File: config.mk
export PLATFORM = sky130hd
export DESIGN_NAME = slave_addr_rx
export DESIGN_NICKNAME = d
export VERILOG_FILES = /design/src/rtl/slave_i2c_pkg.sv /design/src/rtl/slave_sipo_shift8.sv /design/src/rtl/slave_addr_rx.sv
export SDC_FILE = /design/constraint.sdc
export NUM_CORES = 1
export LEC_CHECK = 0
export CAP_MARGIN = 20
export CORE_ASPECT_RATIO = 0.75
export CORE_MARGIN = 1
export CORE_UTILIZATION = 55
export CTS_BUF_LIST = sky130_fd_sc_hd__clkbuf_8
export CTS_CLUSTER_DIAMETER = 30
export DETAILED_ROUTE_END_ITERATION = 8
export HOLD_SLACK_MARGIN = 0.05
export PLACE_DENSITY_LB_ADDON = 0.1
export SKIP_CTS_REPAIR_TIMING = 1
export SLEW_MARGIN = 15
export SYNTH_ARGS = -nofsm -noshare
export SYNTH_HDL_FRONTEND = slang
export SYNTH_SLANG_ARGS = --single-unit
File: constraint.sdc
create_clock -name slave_scl_sixt -period 4.9 [get_ports slave_scl_sixt]
set_input_delay 0.49 -clock slave_scl_sixt [delete_from_list [all_inputs] [get_ports slave_scl_sixt]]
set_output_delay 0.49 -clock slave_scl_sixt [all_outputs]
set_load 0.005 [all_outputs]
File: src/rtl/slave_i2c_pkg.sv
// Shared definitions for the I2C slave address receiver.
//   state_t        : address-phase FSM states
//   path_t         : which acknowledge path the first byte selected
//   TENBIT_PREFIX_DEF, GEN_CALL_ADDR, ACK/NACK levels
//   tenbit_hdr_hit : 10-bit header compare (prefix + own[9:8])
package slave_i2c_pkg;

  typedef enum logic [2:0] {
    ST_IDLE,
    ST_BYTE1,
    ST_ACK1,
    ST_BYTE2,
    ST_ACK2,
    ST_ADDRESSED,
    ST_IGNORE
  } state_t;

  typedef enum logic [1:0] {
    PATH_7BIT,
    PATH_GCALL,
    PATH_10W,
    PATH_10R
  } path_t;

  localparam logic [4:0] TENBIT_PREFIX_DEF = 5'b11110;
  localparam logic [7:0] GEN_CALL_ADDR     = 8'h00;
  localparam logic       ACK               = 1'b0;
  localparam logic       NACK              = 1'b1;

  // True when a first byte carries the 10-bit header for our upper address bits.
  function automatic logic tenbit_hdr_hit(input logic [7:0] byte_in,
                                          input logic [4:0] prefix,
                                          input logic [1:0] own_hi);
    return (byte_in[7:3] == prefix) && (byte_in[2:1] == own_hi);
  endfunction

endpackage

File: src/rtl/slave_sipo_shift8.sv
// 8-bit MSB-first serial-in/parallel-out shifter with bit counter.
//   clk, rst   : clock, asynchronous active-high reset
//   clr        : synchronous clear of data, counter and full flag (wins over shift)
//   shift_en   : shift serial_in into the LSB
//   byte_out   : current shift register contents
//   byte_full  : set by the 8th shift, cleared by clr or the next shift
module slave_sipo_shift8 (
  input  logic       clk,
  input  logic       rst,
  input  logic       clr,
  input  logic       shift_en,
  input  logic       serial_in,
  output logic [7:0] byte_out,
  output logic       byte_full
);

  logic [7:0] sr_q, sr_d;
  logic [2:0] cnt_q, cnt_d;
  logic       full_q, full_d;

  always_comb begin
    sr_d   = sr_q;
    cnt_d  = cnt_q;
    full_d = full_q;
    if (clr) begin
      sr_d   = '0;
      cnt_d  = '0;
      full_d = 1'b0;
    end else if (shift_en) begin
      sr_d   = {sr_q[6:0], serial_in};
      // Counter wraps to 0 after the 8th bit; full marks that wrap.
      cnt_d  = cnt_q + 3'd1;
      full_d = (cnt_q == 3'd7);
    end
  end

  always_ff @(posedge clk or posedge rst) begin
    if (rst) begin
      sr_q   <= '0;
      cnt_q  <= '0;
      full_q <= 1'b0;
    end else begin
      sr_q   <= sr_d;
      cnt_q  <= cnt_d;
      full_q <= full_d;
    end
  end

  assign byte_out  = sr_q;
  assign byte_full = full_q;

endmodule

File: src/rtl/slave_addr_rx.sv
// I2C slave address receiver (7-bit / 10-bit, optional general call).
// Shifts in the address byte(s) after every (repeated) START, compares with
// slave_own_addr and drives the ACK slot. All state on slave_scl_sixt.
//   slave_scl_sixt, slave_rst       : clock, async active-high reset
//   slave_serial_in                 : synchronised SDA
//   slave_scl_rise/_fall            : SCL edge strobes
//   slave_start/_stop               : bus condition pulses
//   slave_own_addr[9:0]             : own address ([6:0] in 7-bit mode)
//   slave_addr_out[9:0]             : last acknowledged address
//   slave_rd_wr                     : R/W bit of the last first byte
//   slave_addr_match/_gen_call      : addressed / general-call levels
//   slave_addr_done                 : pulse when the address phase ends with ACK
//   slave_ack_drive                 : pull SDA low during the ACK slot
//   slave_busy                      : address phase in progress
module slave_addr_rx
  import slave_i2c_pkg::*;
#(
  parameter int unsigned ADDR_BITS     = 7,
  parameter bit          GC_EN         = 1'b1,
  parameter logic [4:0]  TENBIT_PREFIX = TENBIT_PREFIX_DEF
) (
  input  logic       slave_scl_sixt,
  input  logic       slave_rst,
  input  logic       slave_serial_in,
  input  logic       slave_scl_rise,
  input  logic       slave_scl_fall,
  input  logic       slave_start,
  input  logic       slave_stop,
  input  logic [9:0] slave_own_addr,
  output logic [9:0] slave_addr_out,
  output logic       slave_rd_wr,
  output logic       slave_addr_match,
  output logic       slave_gen_call,
  output logic       slave_addr_done,
  output logic       slave_ack_drive,
  output logic       slave_busy
);

  localparam bit TEN_BIT = (ADDR_BITS == 10);

  state_t     state_q, state_d;
  path_t      path_q, path_d;
  logic       tenbit_hit_q, tenbit_hit_d;
  logic [6:0] hdr_q, hdr_d;          // first byte [7:1]
  logic [7:0] low_q, low_d;          // last accepted 10-bit low byte
  logic [9:0] addr_out_q, addr_out_d;
  logic       rd_wr_q, rd_wr_d;
  logic       match_q, match_d;
  logic       gen_call_q, gen_call_d;
  logic       done_q, done_d;
  logic       ack_q, ack_d;

  logic       sh_clr, sh_en, sh_full;
  logic [7:0] sh_byte;
  logic       fall_ok;
  logic       hdr_hit;

  slave_sipo_shift8 u_shift (
    .clk       (slave_scl_sixt),
    .rst       (slave_rst),
    .clr       (sh_clr),
    .shift_en  (sh_en),
    .serial_in (slave_serial_in),
    .byte_out  (sh_byte),
    .byte_full (sh_full)
  );

  always_comb begin
    // Simultaneous rise and fall: the rise is taken, the fall dropped.
    fall_ok = slave_scl_fall && !slave_scl_rise;
    hdr_hit = tenbit_hdr_hit(sh_byte, TENBIT_PREFIX, slave_own_addr[9:8]);
    sh_en   = slave_scl_rise && !slave_start && !slave_stop &&
              ((state_q == ST_BYTE1) || (state_q == ST_BYTE2));

    state_d      = state_q;
    path_d       = path_q;
    tenbit_hit_d = tenbit_hit_q;
    hdr_d        = hdr_q;
    low_d        = low_q;
    addr_out_d   = addr_out_q;
    rd_wr_d      = rd_wr_q;
    match_d      = match_q;
    gen_call_d   = gen_call_q;
    done_d       = 1'b0;
    ack_d        = ack_q;
    sh_clr       = 1'b0;

    if (slave_start) begin
      state_d    = ST_BYTE1;
      sh_clr     = 1'b1;
      match_d    = 1'b0;
      gen_call_d = 1'b0;
      ack_d      = 1'b0;
    end else if (slave_stop) begin
      state_d      = ST_IDLE;
      sh_clr       = 1'b1;
      tenbit_hit_d = 1'b0;
      match_d      = 1'b0;
      gen_call_d   = 1'b0;
      ack_d        = 1'b0;
    end else if (fall_ok) begin
      unique case (state_q)
        ST_BYTE1: if (sh_full) begin
          rd_wr_d = sh_byte[0];
          hdr_d   = sh_byte[7:1];
          if (GC_EN && (sh_byte == GEN_CALL_ADDR)) begin
            ack_d   = 1'b1;
            path_d  = PATH_GCALL;
            state_d = ST_ACK1;
          end else if (!TEN_BIT && (sh_byte[7:1] == slave_own_addr[6:0])) begin
            ack_d   = 1'b1;
            path_d  = PATH_7BIT;
            state_d = ST_ACK1;
          end else if (TEN_BIT && hdr_hit && !sh_byte[0]) begin
            ack_d   = 1'b1;
            path_d  = PATH_10W;
            state_d = ST_ACK1;
          end else if (TEN_BIT && hdr_hit && sh_byte[0] && tenbit_hit_q) begin
            ack_d   = 1'b1;
            path_d  = PATH_10R;
            state_d = ST_ACK1;
          end else begin
            state_d = ST_IGNORE;
          end
        end
        ST_ACK1: begin
          ack_d = 1'b0;
          unique case (path_q)
            PATH_10W: begin
              state_d = ST_BYTE2;
              sh_clr  = 1'b1;
            end
            PATH_GCALL: begin
              state_d    = ST_ADDRESSED;
              done_d     = 1'b1;
              gen_call_d = 1'b1;
              addr_out_d = '0;
            end
            PATH_7BIT: begin
              state_d    = ST_ADDRESSED;
              done_d     = 1'b1;
              match_d    = 1'b1;
              addr_out_d = {3'b000, hdr_q};
            end
            PATH_10R: begin
              state_d    = ST_ADDRESSED;
              done_d     = 1'b1;
              match_d    = 1'b1;
              addr_out_d = {hdr_q[1:0], low_q};
            end
            default: state_d = ST_IGNORE;
          endcase
        end
        ST_BYTE2: if (sh_full) begin
          if (sh_byte == slave_own_addr[7:0]) begin
            ack_d        = 1'b1;
            tenbit_hit_d = 1'b1;
            low_d        = sh_byte;
            state_d      = ST_ACK2;
          end else begin
            tenbit_hit_d = 1'b0;
            state_d      = ST_IGNORE;
          end
        end
        ST_ACK2: begin
          ack_d      = 1'b0;
          state_d    = ST_ADDRESSED;
          done_d     = 1'b1;
          match_d    = 1'b1;
          addr_out_d = {hdr_q[1:0], low_q};
        end
        default: ;
      endcase
    end
  end

  always_ff @(posedge slave_scl_sixt or posedge slave_rst) begin
    if (slave_rst) begin
      state_q      <= ST_IDLE;
      path_q       <= PATH_7BIT;
      tenbit_hit_q <= 1'b0;
      hdr_q        <= '0;
      low_q        <= '0;
      addr_out_q   <= '0;
      rd_wr_q      <= 1'b0;
      match_q      <= 1'b0;
      gen_call_q   <= 1'b0;
      done_q       <= 1'b0;
      ack_q        <= 1'b0;
    end else begin
      state_q      <= state_d;
      path_q       <= path_d;
      tenbit_hit_q <= tenbit_hit_d;
      hdr_q        <= hdr_d;
      low_q        <= low_d;
      addr_out_q   <= addr_out_d;
      rd_wr_q      <= rd_wr_d;
      match_q      <= match_d;
      gen_call_q   <= gen_call_d;
      done_q       <= done_d;
      ack_q        <= ack_d;
    end
  end

  assign slave_addr_out   = addr_out_q;
  assign slave_rd_wr      = rd_wr_q;
  assign slave_addr_match = match_q;
  assign slave_gen_call   = gen_call_q;
  assign slave_addr_done  = done_q;
  assign slave_ack_drive  = ack_q;
  assign slave_busy       = (state_q == ST_BYTE1) || (state_q == ST_ACK1) ||
                            (state_q == ST_BYTE2) || (state_q == ST_ACK2);

endmodule

==> results.cfg, run 1 <==
[worst_hold_path]
hold_path_class = flop to flop

[logic_synthesis]
synthAdderAreaFrac_pct = 1.09
synth_area_per_cell_um2 = 11.4
synth_fp_nets = 220
yosys.area_share.simple_pct = 14.7
ys.flop_type = dfrtp_1
synth_commonest_cells = 46 x dfrtp_1, 25 x nor2_1, 17 x xnor2_1, 11 x mux2i_1, 9 x nand3_1
ys_async_sr_fraction_pct = 100
synth_seq_area_share_pct = 50.1
yosysMostFrequentCell = dfrtp_1
synth-seq-cells = 46
synth_edf_count = 0
yosys.area_share.xor_xnor_pct = 6.86
syn_inst = 201
synth_compound_area_share_pct = 7.51
ys_types = 39
synth.cell_area_um2 = 2300
synth_top_area_share_pct = 50.1
yosysWarnings = 0
yosys.area.top_type = dfrtp_1
synth.area.top_cells = dfrtp_1 50%, xnor2_1 6.5%, mux2_4 5.2%
synth_top_family_by_area = simple AND/OR/NAND/NOR gates
synth.area.mux_share_pct = 13.9

[floorplanning]
die_x_um = 76.7
core-area_um2 = 3830
die_h_um = 58
ios = 33
die-area_um2 = 4450
start_util_pct = 60.1
rows = 19

[route]
wl_um = 4670
drtIter0Drc = 209
first_pass_iters = 4
remaining_drc_errors = 0
antenna_left = 0
wl_per_cell_um = 16.8
vias_per_cell = 5.81
vias = 1608

[setup_path]
critical_path.max_stage_delay_ns = 0.52
reg2reg_to = low_q[2]
cp_top_family = buffers and inverters
regToRegSetupSlack_ns = 2.81
reg2regPathDepth = 4
crit_path_end_kind = output port
arrival_ns = 1.92
r2r_start = state_q[2]
critPathBufInv = 1
endpoint = slave_busy
path_max_fanout = 10
critPathLaunchType = flop
crit_start = state_q[0]
crit_cells = 3
crit_type = flop to output port
slowest_stage = clkdlybuf4s50_1
worstPathRequired_ns = 4.41
worstPathCellList = nor2_2, xnor2_1, clkdlybuf4s50_1

[sta]
clock.fmax_mhz = 414
maxSlewHeadroom_pct = 48.6
setup_violations = 0
hold_violations = 0
rsz0062_at_grt = false
tns_ns = 0
period_share_pct = 49.3
slew_violations = 0
layout_min_cycle_time_ns = 2.41
worstMarginPinSlew_ns = 0.769
fin_skew_ns = 0.00233

[clock_network]
clk_latency_ns = 0.29
cts_sinks = 46
path_clk_slew_ns = 0.08
numCtsBuffers = 5
cts_tree = built
htree_levels = 2
clk_path_buf_depth = 2
cts_root_buf = clkbuf_8

[cells_and_area]
final_nets = 243
area_growth_pct = 15.1
drive_gt1_share_pct = 12.4
diodes = 0
final_core_util_pct = 69.2
fillers = 286

[pwr]
intPower_uw = 521
clkPwrFrac_pct = 35.1
p_leak_nw = 1.20
combPwrFrac_pct = 8.1
switchingPower_uw = 159
swShare_pct = 23.3
p_total_uw = 680
p_per_area_nw_per_um2 = 257
pwr-share-seq_pct = 56.8
peakVddDrop_mv = 0.196

[place]
place.gp.congestion = 0.951
place_hpwl_um = 3290
port_buffers = 30

[flow_run]
cap_violations = 0

[outcome]
status = complete, no violations

[global_routing]
grt_max_degree = 47
overflow = 0
grt_pass1_vias = 1665
grt_pass1_wl_um = 8160
gr-usage-all-layers_pct = 24.3
antenna_found_initial = 0
[metrics by stage]
step	cell area (um^2)	cells	setup WS, ns	hold WS [ns]
final	2650	277	2.49	0.500
after CTS	2650	277	2.48	0.503
after global placement	2560	269	2.39	0.473
after detailed placement	2560	269	2.37	0.485
after floorplan	2300	201	3.09	0.466
after global routing	2650	277	2.37	0.523
[cells by family after synthesis]
kind of cell,count (synthesis)
compound gates,24
xor+xnor,18
fa+ha+maj,2
buf+inv,20
flops,46
mux,27
simple gates,64
[layer usage]
layer	global-route usage, %	vias up	part of all wire (%)
met2	39.5	55	47
li1	-	749	-
met4	10.2	0	1.4
met1	32.4	798	47
met3	4.88	6	4.5
met5	0	-	0
[sequential cells by signal (all words and copies together) (netlist names)]
| name | count |
|---|---|
| hdr_q | 7 |
| u_shift.byte_out | 8 |
| slave_rd_wr | 1 |
| state_q | 3 |
| slave_ack_drive | 1 |
| low_q | 8 |
| path_q | 1 |
| slave_addr_done | 1 |
| u_shift.byte_full | 1 |
| slave_gen_call | 1 |
| slave_addr_match | 1 |
| slave_addr_out | 10 |
| u_shift.cnt_q | 3 |
[cells in the final DEF, fill, tap and decap left out, types with 2 or more instances in the layout]
cell / count
o21ai_0: 2
a21oi_1: 2
mux2_2: 8
nand3b_1: 7
nor3_1: 2
ha_1: 2
clkbuf_8: 6
nor4_1: 2
nor2_1: 25
o31ai_1: 2
a22o_1: 3
mux2i_1: 11
xnor2_1: 17
nand4b_1: 2
nand3_1: 9
nand4_1: 4
clkdlybuf4s50_1: 30
dfrtp_1: 46
inv_1: 4
nand2_1: 5
a31oi_1: 8
mux2_4: 8
nand2b_1: 3
[worst min path at each step]
stage	start	to	slack [ns]	depth (start not counted)
final	slave_gen_call	slave_gen_call	0.50	1
after global routing	slave_addr_out[7]	slave_addr_out[7]	0.52	1
after CTS	slave_gen_call	slave_gen_call	0.50	1
after detailed placement	slave_gen_call	slave_gen_call	0.49	1
after global placement	slave_gen_call	slave_gen_call	0.47	1
after floorplan	low_q[7]	slave_addr_out[7]	0.47	1
[worst register-to-register path, delay by kind of cell, from the launching register on]
| kind | cells | cell delay [ns] |
|---|---|---|
| muxes | 1 | 0.35 |
| DFF | 1 | 0.60 |
| and+or+nand+nor | 3 | 1.03 |
[layout make-up]
cell class	count	area, um^2	share of cell area [%]
Clock buffer	6	82.6	3.12
Sequential cell	46	1150	43.5
Inverter	5	18.8	0.709
Clock inverter	2	8.76	0.331
Timing Repair Buffer	31	308	11.6
Multi-Input combinational cell	135	1010	38.3
Tap cell	52	65.1	2.46
[power by group through the flow]
stage | combinational [mW] | sequential [mW] | clock, mW
4_1_cts | 0.0560 | 0.386 | 0.240
5_1_grt | 0.0609 | 0.387 | 0.256
2_1_floorplan | 0.0317 | 0.392 | 0
3_3_place_gp | 0.0538 | 0.393 | 0
3_5_place_dp | 0.0558 | 0.394 | 0
6_report | 0.0553 | 0.386 | 0.239
(Power assumes the default switching activity.)
==> run 2: changes to the inputs <==
==> constraint.sdc (replaced) <==
create_clock -name slave_scl_sixt -period 2.4 [get_ports slave_scl_sixt]
set_input_delay 0.24 -clock slave_scl_sixt [delete_from_list [all_inputs] [get_ports slave_scl_sixt]]
set_output_delay 0.24 -clock slave_scl_sixt [all_outputs]
set_load 0.005 [all_outputs]
==> run 2 against run 1 <==
Compared with the run above: cell count up 2.2%; register-to-register slack worse by 2.3 ns; clock skew up 0.0051 ns; count of clock-buffer cells in the layout unchanged; sequential cell count unchanged; largest power group unchanged.
==> results.cfg, run 2 (synthesis gave the netlist of run 1 again) <==
[outcome]
status = complete, no violations

[pwr]
p_leak_nw = 1.23
peakVddDrop_mv = 0.358
p_per_area_nw_per_um2 = 514

[route]
wl_um = 4750
vias_per_cell = 5.65
vias = 1599
drtIter0Drc = 158
wl_per_cell_um = 16.8
antenna_left = 0
first_pass_iters = 4
remaining_drc_errors = 0

[sta]
clock.fmax_mhz = 462
fin_skew_ns = 0.00742
hold_violations = 0
timing.final.ws_setup_ns = 0.237
setup_violations = 0
rsz0062_at_grt = false
maxSlewHeadroom_pct = 62.7
tns_ns = 0
slew_violations = 0
layout_min_cycle_time_ns = 2.16
worstMarginPinSlew_ns = 0.560
period_share_pct = 90.1

[global_routing]
grt_pass1_wl_um = 7900
overflow = 0
gr-usage-all-layers_pct = 23.7
antenna_found_initial = 0
grt_pass1_vias = 1493
grt_max_degree = 47

[setup_path]
r2r_start = state_q[1]
worstPathRequired_ns = 2.16
critical_path.max_stage_delay_ns = 0.52
reg2regPathDepth = 6
path_max_fanout = 10
crit_type = flop to output port
crit_path_end_kind = output port
worstPathCellList = nor2_2, xnor2_1, clkdlybuf4s50_1
regToRegSetupSlack_ns = 0.51
reg2reg_to = slave_addr_out[5]
slowest_stage = clkdlybuf4s50_1
critPathLaunchType = flop
arrival_ns = 1.92

[floorplanning]
die_h_um = 58
die-area_um2 = 4450
core-area_um2 = 3830
die_x_um = 76.7
ios = 33
start_util_pct = 60.1
rows = 19

[place]
dp.cells = 275
dpl_cell_area_um2 = 2600
place.gp.congestion = 0.856
place_hpwl_um = 3440
port_buffers = 30
pre_cts_ws_ns = 0.315

[cells_and_area]
register_area_um2 = 1150
drive_gt1_share_pct = 14.7
largest_reg_flops = 10
final_cell_mix = 46 x dfrtp_1, 30 x clkdlybuf4s50_1, 25 x nor2_1
final_common_cell = dfrtp_1
multi_input_area_um2 = 1010
area_growth_pct = 17.1
fin_area_um2 = 2690
final_core_util_pct = 70.3
final_nets = 249
diodes = 0
stdcell_count = 283
fillers = 287

[clock_network]
cts_sinks = 46
clk_latency_ns = 0.30
cts_tree = built
numCtsBuffers = 5
path_clk_slew_ns = 0.08
htree_levels = 2
cts_root_buf = clkbuf_8
clk_path_buf_depth = 2

[worst_hold_path]
hold_path_class = input port to asynchronous set/reset pin

[flow_run]
cap_violations = 0
==> run 2: changes by cell type in the layout (fill, tap and decap cells not counted), sizes merged <==
cell  change
buf       +6
==> run 2: critical path: cells and delay by family, from the launching register on <==
kind,cells,cell delay (ns)
AND/OR/NAND/NOR,1,0.42
XOR/XNOR,1,0.18
flip-flops,1,0.51
buffers and inverters,1,0.52
==> run 2: how the worst max path moves through the flow <==
stage                             start                 to
floorplan           u_shift.byte_out[2]           low_q[0]
CTS                          state_q[0]         slave_busy
finish                       state_q[1]         slave_busy
global route                 state_q[1]         slave_busy
detailed placement       slave_scl_rise  slave_addr_out[5]
global placement         slave_scl_rise  slave_addr_out[6]
==> run 2: metal layers <==
layer	up-vias	track usage, %	wire [um]	part of all wire [%]
met1	771	33.6	2220	47
met2	56	37.4	2250	47
met5	-	0	0	0
met3	7	4.41	219	4.6
li1	765	-	-	-
met4	0	8.24	68	1.4
==> run 2: cell type report <==
class | count | share of cell area (%)
sequential | 46 | 42.8
multi-input combinational | 135 | 37.6
timing repair buffer | 37 | 13.1
clock buffer | 6 | 3.07
tap | 52 | 2.42
inverter | 5 | 0.697
clock inverter | 2 | 0.325
==> run 2: power by group <==
group / internal (mW) / switching, mW
clock: 0.228 / 0.250
combinational: 0.0575 / 0.0587
sequential: 0.781 / 0.00790
==> run 2: through the flow <==
step / hold WS, ns / total power, mW
2_1_floorplan: 0.337 / 0.865
3_3_place_gp: 0.476 / 0.916
3_5_place_dp: 0.482 / 0.922
4_1_cts: 0.406 / 1.39
5_1_grt: 0.469 / 1.44
6_report: 0.386 / 1.38
==> run 3: changes to the inputs <==
--- a/config.mk
+++ b/config.mk
@@ -6,9 +6,11 @@
 export NUM_CORES = 1
 export LEC_CHECK = 0
 export CAP_MARGIN = 20
+export CELL_PAD_IN_SITES_DETAIL_PLACEMENT = 2
+export CELL_PAD_IN_SITES_GLOBAL_PLACEMENT = 2
 export CORE_ASPECT_RATIO = 0.75
 export CORE_MARGIN = 1
-export CORE_UTILIZATION = 55
+export CORE_UTILIZATION = 37
 export CTS_BUF_LIST = sky130_fd_sc_hd__clkbuf_8
 export CTS_CLUSTER_DIAMETER = 30
 export DETAILED_ROUTE_END_ITERATION = 8
==> run 3 against run 2 <==
Compared with the run above: clock skew shrank 0.0013 ns; critical path depth is the same; combinational power grew 9%; sequential cell count is the same; die area grew 47%; clock power grew 21%; register-to-register slack is essentially flat; fmax grew 10%; routed wire length grew 27%; largest power group unchanged; utilization shrank 24 points; sequential power is essentially flat; first-iteration DRC count shrank 39%.
==> results.cfg, run 3 (synthesis gave the netlist of run 1 again) <==
[outcome]
status = complete, no violations

[clock_network]
cts_tree = built
cts_root_buf = clkbuf_8
cts_sinks = 46
clk_path_buf_depth = 2
htree_levels = 2
clk_latency_ns = 0.30
path_clk_slew_ns = 0.09
numCtsBuffers = 5

[route]
vias = 1656
wl_per_cell_um = 19.5
antenna_left = 0
wl_um = 6030
drtIter0Drc = 96
first_pass_iters = 4
remaining_drc_errors = 0
vias_per_cell = 5.34

[global_routing]
grt_pass1_vias = 1923
antenna_found_initial = 0
overflow = 0
grt_max_degree = 25
gr-usage-all-layers_pct = 20.7
grt_pass1_wl_um = 10400

[worst_hold_path]
hold_path_class = input port to asynchronous set/reset pin

[floorplanning]
die_x_um = 93.0
rows = 24
die_h_um = 70.3
core-area_um2 = 5920
start_util_pct = 38.9
ios = 33
die-area_um2 = 6540

[cells_and_area]
area_growth_pct = 20.2
final_common_cell = dfrtp_1
register_area_um2 = 1150
fillers = 626
final_cell_mix = 46 x dfrtp_1, 30 x clkdlybuf4s50_1, 25 x nor2_1
largest_reg_flops = 10
diodes = 0
drive_gt1_share_pct = 15.1
multi_input_area_um2 = 1010
fin_area_um2 = 2760
final_nets = 250

[pwr]
p_per_area_nw_per_um2 = 540
combPwrFrac_pct = 8.5
switchingPower_uw = 345
pwr-share-seq_pct = 52.8
p_leak_nw = 1.24
intPower_mw = 1.15
swShare_pct = 23.1
clkPwrFrac_pct = 38.7
peakVddDrop_mv = 0.204

[place]
place.gp.congestion = 0.826
place_hpwl_um = 4490
pre_cts_ws_ns = 0.284
port_buffers = 30
dpl_cell_area_um2 = 2650

[sta]
period_share_pct = 81.7
layout_min_cycle_time_ns = 1.96
slew_violations = 0
rsz0062_at_grt = false
hold_violations = 0
timing.final.ws_setup_ns = 0.440
setup_violations = 0
clock.fmax_mhz = 510
fin_skew_ns = 0.00607
tns_ns = 0
worstMarginPinSlew_ns = 0.957
maxSlewHeadroom_pct = 35.8

[setup_path]
slowest_stage = clkdlybuf4s50_1
critical_path.max_stage_delay_ns = 0.52
regToRegSetupSlack_ns = 0.51
crit_path_end_kind = output port
worstPathCellList = nor2_2, xnor2_1, clkdlybuf4s50_1
worstPathRequired_ns = 2.16
critPathLaunchType = flop
arrival_ns = 1.72
path_max_fanout = 10
crit_type = flop to output port

[flow_run]
cap_violations = 0
==> run 3: changes by cell type in the layout (fill, tap and decap cells not counted) <==
cell	before	now
clkinv_2	1	0
buf_12	0	1
bufinv_16	0	1
clkbuf_8	6	5
clkinvlp_4	0	1
==> run 3: critical path: cells and delay by family (launching register included) <==
kind,cells,cell delay [ns]
buf+inv,1,0.52
simple gates,1,0.24
flops,1,0.51
xor+xnor,1,0.15
==> run 3: power by group through the flow <==
stage | clock network [mW] | logic, mW | registers, mW
after floorplan | 0 | 0.0646 | 0.800
after global placement | 0 | 0.122 | 0.804
after detailed placement | 0 | 0.129 | 0.805
after CTS | 0.590 | 0.130 | 0.789
after global routing | 0.617 | 0.138 | 0.791
final | 0.578 | 0.127 | 0.789
==> run 3: worst paths after layout <==
check / start / end / cells past startpoint
worst min register to register: slave_gen_call / slave_gen_call / 1
worst max-delay path: state_q[0] / slave_busy / 3
max in group asynchronous: slave_rst / hdr_q[1] / 3
min in group slave_scl_sixt: slave_gen_call / slave_gen_call / 1
worst max register to register: u_shift.byte_out[6] / low_q[3] / 5
worst min-delay path: slave_rst / slave_addr_done / 2
==> run 3: metrics by stage <==
stage | instances | total power [mW] | hold WS (ns) | util [%]
after floorplan | 201 | 0.865 | 0.337 | -
after CTS | 310 | 1.51 | 0.369 | 46.7
after global routing | 310 | 1.55 | 0.398 | 46.7
final | 310 | 1.49 | 0.346 | 46.7
after global placement | 302 | 0.926 | 0.476 | 44.9
after detailed placement | 302 | 0.934 | 0.485 | 44.9
==> run 3: metal layers <==
layer	vias up	share of wire (%)	global-route usage, %
met5	-	0	0
met4	0	0.50	3.59
met3	4	2.5	3.81
met2	28	49	33.9
met1	859	48	29.1
li1	765	-	-
==> run 3: final cells by class <==
class | count | share of cell area, %
clock buffers | 5 | 2.49
clock inverters | 3 | 1.49
inverters | 5 | 0.679
multi-input cells | 135 | 36.7
flip-flops and latches | 46 | 41.6
well taps | 78 | 3.53
repair buffers | 38 | 13.5
